--- src/rtl/mini_src_pkg.sv ---
// Shared Mini-SRC definitions: opcode constants and the divider state encoding.
// Used by the control unit, the ALU and div_seq_32 so they agree on encodings.
package mini_src_pkg;

  localparam logic [4:0] OP_DIV = 5'b10000;

  typedef enum logic [1:0] {
    IDLE = 2'd0,
    RUN  = 2'd1,
    FIX  = 2'd2
  } div_state_t;

  function automatic logic is_div(input logic [4:0] opcode);
    return opcode == OP_DIV;
  endfunction

endpackage

--- src/rtl/div_step_32.sv ---
// One restoring-division step: shift in a dividend bit, trial-subtract the
// divisor magnitude, keep or restore the partial remainder.
module div_step_32 #(
  parameter int WIDTH = 32
) (
  input  logic [WIDTH-1:0] rem,
  input  logic             dividend_bit,
  input  logic [WIDTH-1:0] divisor,
  output logic [WIDTH-1:0] rem_next,
  output logic             quo_bit
);

  logic [WIDTH:0] shifted;
  logic [WIDTH:0] trial;

  always_comb begin
    shifted  = {rem, dividend_bit};
    trial    = shifted - {1'b0, divisor};
    // Borrow out of the extra top bit means the trial went negative.
    quo_bit  = ~trial[WIDTH];
    rem_next = quo_bit ? trial[WIDTH-1:0] : shifted[WIDTH-1:0];
  end

endmodule

--- src/rtl/div_seq_32.sv ---
// Iterative 32-bit signed restoring divider: quotient to LO, remainder to HI.
// Optional macro DIV_ZERO_TRAP_EN: early exit and dz flag on a zero divisor.
//
// state | meaning
// IDLE  | waiting for start; operands and signs latched on start
// RUN   | one restoring step per cycle, 32 steps
// FIX   | sign correction, results registered, done pulsed
module div_seq_32
  import mini_src_pkg::*;
#(
  parameter int WIDTH = 32,
  parameter int CNT_W = 5
) (
  input  logic             clk,
  input  logic             clear,
  input  logic             start,
  input  logic [WIDTH-1:0] A,
  input  logic [WIDTH-1:0] M,
  output logic             busy,
  output logic             done,
  output logic [WIDTH-1:0] Quo,
  output logic [WIDTH-1:0] R,
  output logic             dz
);

  div_state_t       state, state_nxt;
  logic [CNT_W-1:0] cnt;
  logic [WIDTH-1:0] dvd;
  logic [WIDTH-1:0] dvs;
  logic [WIDTH-1:0] rem;
  logic [WIDTH-1:0] rem_nxt;
  logic [WIDTH-1:0] a_mag;
  logic [WIDTH-1:0] m_mag;
  logic             q_bit;
  logic             sign_a;
  logic             sign_m;
  logic             last_step;
  logic             trap;

  assign a_mag     = A[WIDTH-1] ? -A : A;
  assign m_mag     = M[WIDTH-1] ? -M : M;
  assign busy      = (state != IDLE);
  assign last_step = (cnt == CNT_W'(WIDTH - 1));

`ifdef DIV_ZERO_TRAP_EN
  logic zero_pend;
  assign trap = zero_pend;
`else
  assign trap = 1'b0;
  assign dz   = 1'b0;
`endif

  div_step_32 #(.WIDTH(WIDTH)) u_step (
    .rem          (rem),
    .dividend_bit (dvd[WIDTH-1]),
    .divisor      (dvs),
    .rem_next     (rem_nxt),
    .quo_bit      (q_bit)
  );

  always_ff @(posedge clk or negedge clear) begin
    if (!clear) state <= IDLE;
    else        state <= state_nxt;
  end

  always_comb begin
    state_nxt = state;
    case (state)
      IDLE: if (start) state_nxt = RUN;
      // A trapped zero divisor spends a single non-stepping RUN cycle.
      RUN:  if (last_step || trap) state_nxt = FIX;
      FIX:  state_nxt = IDLE;
      default: state_nxt = IDLE;
    endcase
  end

  always_ff @(posedge clk or negedge clear) begin
    if (!clear) begin
      cnt    <= '0;
      dvd    <= '0;
      dvs    <= '0;
      rem    <= '0;
      sign_a <= 1'b0;
      sign_m <= 1'b0;
      done   <= 1'b0;
      Quo    <= '0;
      R      <= '0;
`ifdef DIV_ZERO_TRAP_EN
      zero_pend <= 1'b0;
      dz        <= 1'b0;
`endif
    end else begin
      done <= 1'b0;
      case (state)
        IDLE: begin
          if (start) begin
            dvd    <= a_mag;
            dvs    <= m_mag;
            rem    <= '0;
            cnt    <= '0;
            sign_a <= A[WIDTH-1];
            sign_m <= M[WIDTH-1];
`ifdef DIV_ZERO_TRAP_EN
            zero_pend <= (M == '0);
`endif
          end
        end
        RUN: begin
          // dvd doubles as the quotient: dividend bits leave at the top
          // while quotient bits enter at the bottom.
          if (!trap) begin
            dvd <= {dvd[WIDTH-2:0], q_bit};
            rem <= rem_nxt;
            cnt <= cnt + CNT_W'(1);
          end
        end
        FIX: begin
          done <= 1'b1;
          if (trap) begin
            Quo <= '0;
            R   <= sign_a ? -dvd : dvd;
          end else begin
            Quo <= (sign_a ^ sign_m) ? -dvd : dvd;
            R   <= sign_a ? -rem : rem;
          end
`ifdef DIV_ZERO_TRAP_EN
          dz <= trap;
`endif
        end
        default: ;
      endcase
    end
  end

endmodule

--- config.mk ---
export PLATFORM = sky130hd
export DESIGN_NAME = div_seq_32
export DESIGN_NICKNAME = d
export VERILOG_FILES = /design/src/rtl/mini_src_pkg.sv /design/src/rtl/div_step_32.sv /design/src/rtl/div_seq_32.sv
export SDC_FILE = /design/constraint.sdc
export NUM_CORES = 1
export LEC_CHECK = 0
export CAP_MARGIN = 10
export CORE_ASPECT_RATIO = 0.7
export CORE_UTILIZATION = 40
export DETAILED_ROUTE_END_ITERATION = 12
export PLACE_DENSITY = 0.64
export REMOVE_ABC_BUFFERS = 1
export SETUP_SLACK_MARGIN = 0.02
export SYNTH_ARGS = -nofsm -noshare
export SYNTH_HDL_FRONTEND = slang
export SYNTH_HIERARCHICAL = 1
export SYNTH_SLANG_ARGS = --single-unit
--- constraint.sdc ---
create_clock -name clk -period 6.8 [get_ports clk]
set_input_delay 1.02 -clock clk [delete_from_list [all_inputs] [get_ports clk]]
set_output_delay 1.02 -clock clk [all_outputs]
set_load 0.02 [all_outputs]
==> impl_metrics.env <==
export IMPL_startpoint="dvd[31]"
export IMPL_max_stage_delay_ps=410
export IMPL_required_ps=7120
export IMPL_finClkSkew_ps=6.97
export IMPL_worst_slew_pin_slew_ps=1200
export IMPL_clock_root_buffer="clkbuf_16"
export IMPL_dp_hpwl_um=22200
export IMPL_clkSinkCount=170
export IMPL_max_cap_viol_count=0
export IMPL_htree_levels=4
export IMPL_yosysWarningCount=6
export IMPL_fin_nets=1448
export IMPL_core_um2=27800
export IMPL_initial_utilization=0.408
export IMPL_grt_pass1_wl_um=49300
export IMPL_min_from="Quo[14]"
export IMPL_synth_area_leaders="dfrtp_1 (38%), xor2_1 (7.1%), o21ai_0 (6.6%)"
export IMPL_crit_chain="inv_1 > ha_1 > fa_1 > and2b_1 > o2111ai_2 > a21oi_2 > o2111ai_1 > a211oi_2 > nor2_4 > mux2i_4 > and2_4 > inv_8 > mux2_4 > a22o_1"
export IMPL_first_pass_iters=5
export IMPL_drtAntennaViolNets=0
export IMPL_worstSetupPathType="reg -> reg"
export IMPL_yosysMostFrequentCell="dfrtp_1"
export IMPL_die_h_um=143
export IMPL_p_comb_frac=0.607
export IMPL_start_kind="register"
export IMPL_p_sw_mw=3.29
export IMPL_synth_area_leader_cell="dfrtp_1"
export IMPL_drc=0
export IMPL_port_buffers=132
export IMPL_power_mw=7.56
export IMPL_crit_fanout=24
export IMPL_io_pins=134
export IMPL_setup_viol=0
export IMPL_max_slew_margin=0.202
export IMPL_cellPowerDensity_nw_per_um2=562
export IMPL_timing_rr_start="dvd[31]"
export IMPL_layout_drive_gt1_share=0.0783
export IMPL_grt_start_max_net_pins=109
export IMPL_crit_arrival_ps=4210
export IMPL_synthTopCellsByCount="dfrtp_1 (170), o21ai_0 (150), nand2_1 (149)"
export IMPL_synth_edff_count=0
export IMPL_track_usage=0.215
export IMPL_place_congestion=0.904
export IMPL_ir_drop_v=0.000217
export IMPL_grt_setup_unrepaired="no"
export IMPL_die_x_um=203
export IMPL_area_growth_pct=18.6
export IMPL_crit_slowest_cell="dfrtp_1"
export IMPL_async_flop_share=1.00
export IMPL_wl_per_cell_um=17.9
export IMPL_first_global_vias=9034
export IMPL_post_cts_buffers=0
export IMPL_internal_power_mw=4.28
export IMPL_clk_latency_ps=440
export IMPL_rows=51
export IMPL_drt_iter0_drc=682
export IMPL_syn_area_um2=11300
export IMPL_vias=9767
export IMPL_cts_hold_buffers=0
export IMPL_maxSlewViolCount=0
export IMPL_clk_pin_slew_ps=70
export IMPL_critPathBufInv=2
export IMPL_p_leak_nw=5.72
export IMPL_period_needed_ps=3890
export IMPL_hold_path_class="reg -> reg"
export IMPL_syn_area_per_cell_um2=9.04
export IMPL_antenna_found_initial=0
export IMPL_synth_ff_type="dfrtp_1"
export IMPL_p_seq_frac=0.259
export IMPL_ys_seq_area_frac=0.375
export IMPL_die_area_um2=29000
export IMPL_clock_path_buffers=2
export IMPL_ys_seq_elements=170
export IMPL_via_per_inst=5.66
export IMPL_cts_inserted_buffers=17
export IMPL_fmax_ghz=0.257
export IMPL_num_antenna_cells=0
export IMPL_cp_top_family="compound AO/OA/AOI/OAI gates"
export IMPL_cts_tree="yes"
export IMPL_totalWireLength_um=30900
export IMPL_cts_resized=0
export IMPL_hold_viol_final=0
export IMPL_endpoint_kind="register"
export IMPL_pwr_share_clk=0.135
export IMPL_status="finished clean"
export IMPL_synthCells=1254
export IMPL_grt_overflow=0
export IMPL_setup_tns_ps=0
export IMPL_swShare=0.435
export IMPL_yosys_area_top_type_share=0.375
export IMPL_period_share=0.573
export IMPL_synth_cell_types=83
[layout make-up]
type	instances	area, um^2
repair buffers	141	1390
clock inverters	11	144
fillers	2697	14400
multi-input cells	957	6520
clock buffers	20	457
inverters	55	214
flip-flops and latches	170	4250
well taps	371	464
[logic make-up after synthesis]
logic type / Yosys count / synth area share
AO/OA/AOI/OAI: 397 / 0.230
XOR/XNOR: 145 / 0.112
adder cells (fa/ha/maj): 39 / 0.0437
buffers and inverters: 127 / 0.0517
flip-flops: 170 / 0.375
multiplexers: 30 / 0.0365
other: 1 / 0.000331
AND/OR/NAND/NOR: 345 / 0.150
[worst register-to-register path: cells and delay by family, from the launching register on]
family	cells	cell delay, ps
DFF	1	410
muxes	2	700
adders and majority gates	2	610
and+or+nand+nor	3	680
AOI/OAI and AO/OA	5	1180
buffers and inverters	2	190
[flip-flops by register name, indices dropped and copies added, names as in the netlist]
name	flops
Quo	32
R	32
cnt	5
done	1
dvd	32
dvs	32
rem	32
sign_a	1
sign_m	1
state	2
[power by group through the flow]
stage / clock network [mW] / registers (mW) / logic (mW)
3_3_place_gp: 0 / 1.95 / 4.50
5_1_grt: 1.08 / 2.01 / 5.05
2_1_floorplan: 0 / 1.93 / 3.36
6_report: 1.02 / 1.96 / 4.59
4_1_cts: 1.04 / 1.95 / 4.56
3_5_place_dp: 0 / 1.96 / 4.52
[per-stage QoR]
step	hold WS (ps)	instance area (um^2)	utilization	cells	setup slack [ps]
floorplan	449	11000	-	1182	3430
global placement	460	12800	0.462	1694	3070
detailed placement	470	12800	0.462	1694	2980
CTS	485	13400	0.483	1725	2970
global route	506	13400	0.483	1725	2770
finish	476	13400	0.483	1725	2910
[path summary, 6_finish.rpt]
check                                to  cells after the start  slack (ps)
min in group asynchronous       Quo[19]                      1         670
worst max-delay path            rem[25]                     14        2910
worst max register to register  rem[25]                     14        2910
worst min-delay path            Quo[14]                      2         480
max in group asynchronous         R[31]                      2        4600
worst min register to register  Quo[14]                      2         480
[placed cells by master, fill, tap and decap left out, types with 4 or more instances in the layout]
master,netlist,final
mux2i_1,5,5
a22oi_1,19,19
ha_1,38,38
clkdlybuf4s50_1,0,131
clkinv_2,0,4
a21o_1,17,17
or2_2,7,7
nand4_1,12,12
nor4_1,12,12
clkbuf_16,0,17
or4_1,10,10
buf_4,4,9
o21bai_1,4,4
xnor2_1,53,52
nor3_1,23,23
nor3b_1,5,5
nand3_1,22,22
o41ai_2,6,6
and3_1,7,7
dfrtp_1,170,170
o21ai_1,11,11
o21ai_0,150,150
a22o_1,32,32
o31ai_1,35,35
nor2_1,43,43
nand2b_1,5,4
a31oi_1,17,17
o21a_1,7,7
inv_1,54,54
o41ai_1,15,15
or3_1,19,19
o2111ai_1,4,4
mux2_4,19,19
nand2_1,149,148
xor2_1,92,92
nor2b_1,7,6
o22ai_1,9,9
mux2_2,5,5
a21oi_1,48,48
[per-layer routing]
layer,track usage,share of wire,vias up
met3,0.0383,0.061,38
met4,0.0566,0.016,0
li1,-,-,4714
met5,0,0,-
met2,0.311,0.43,300
met1,0.326,0.49,4715
No activity file was read; power rests on OpenSTA's default activity.
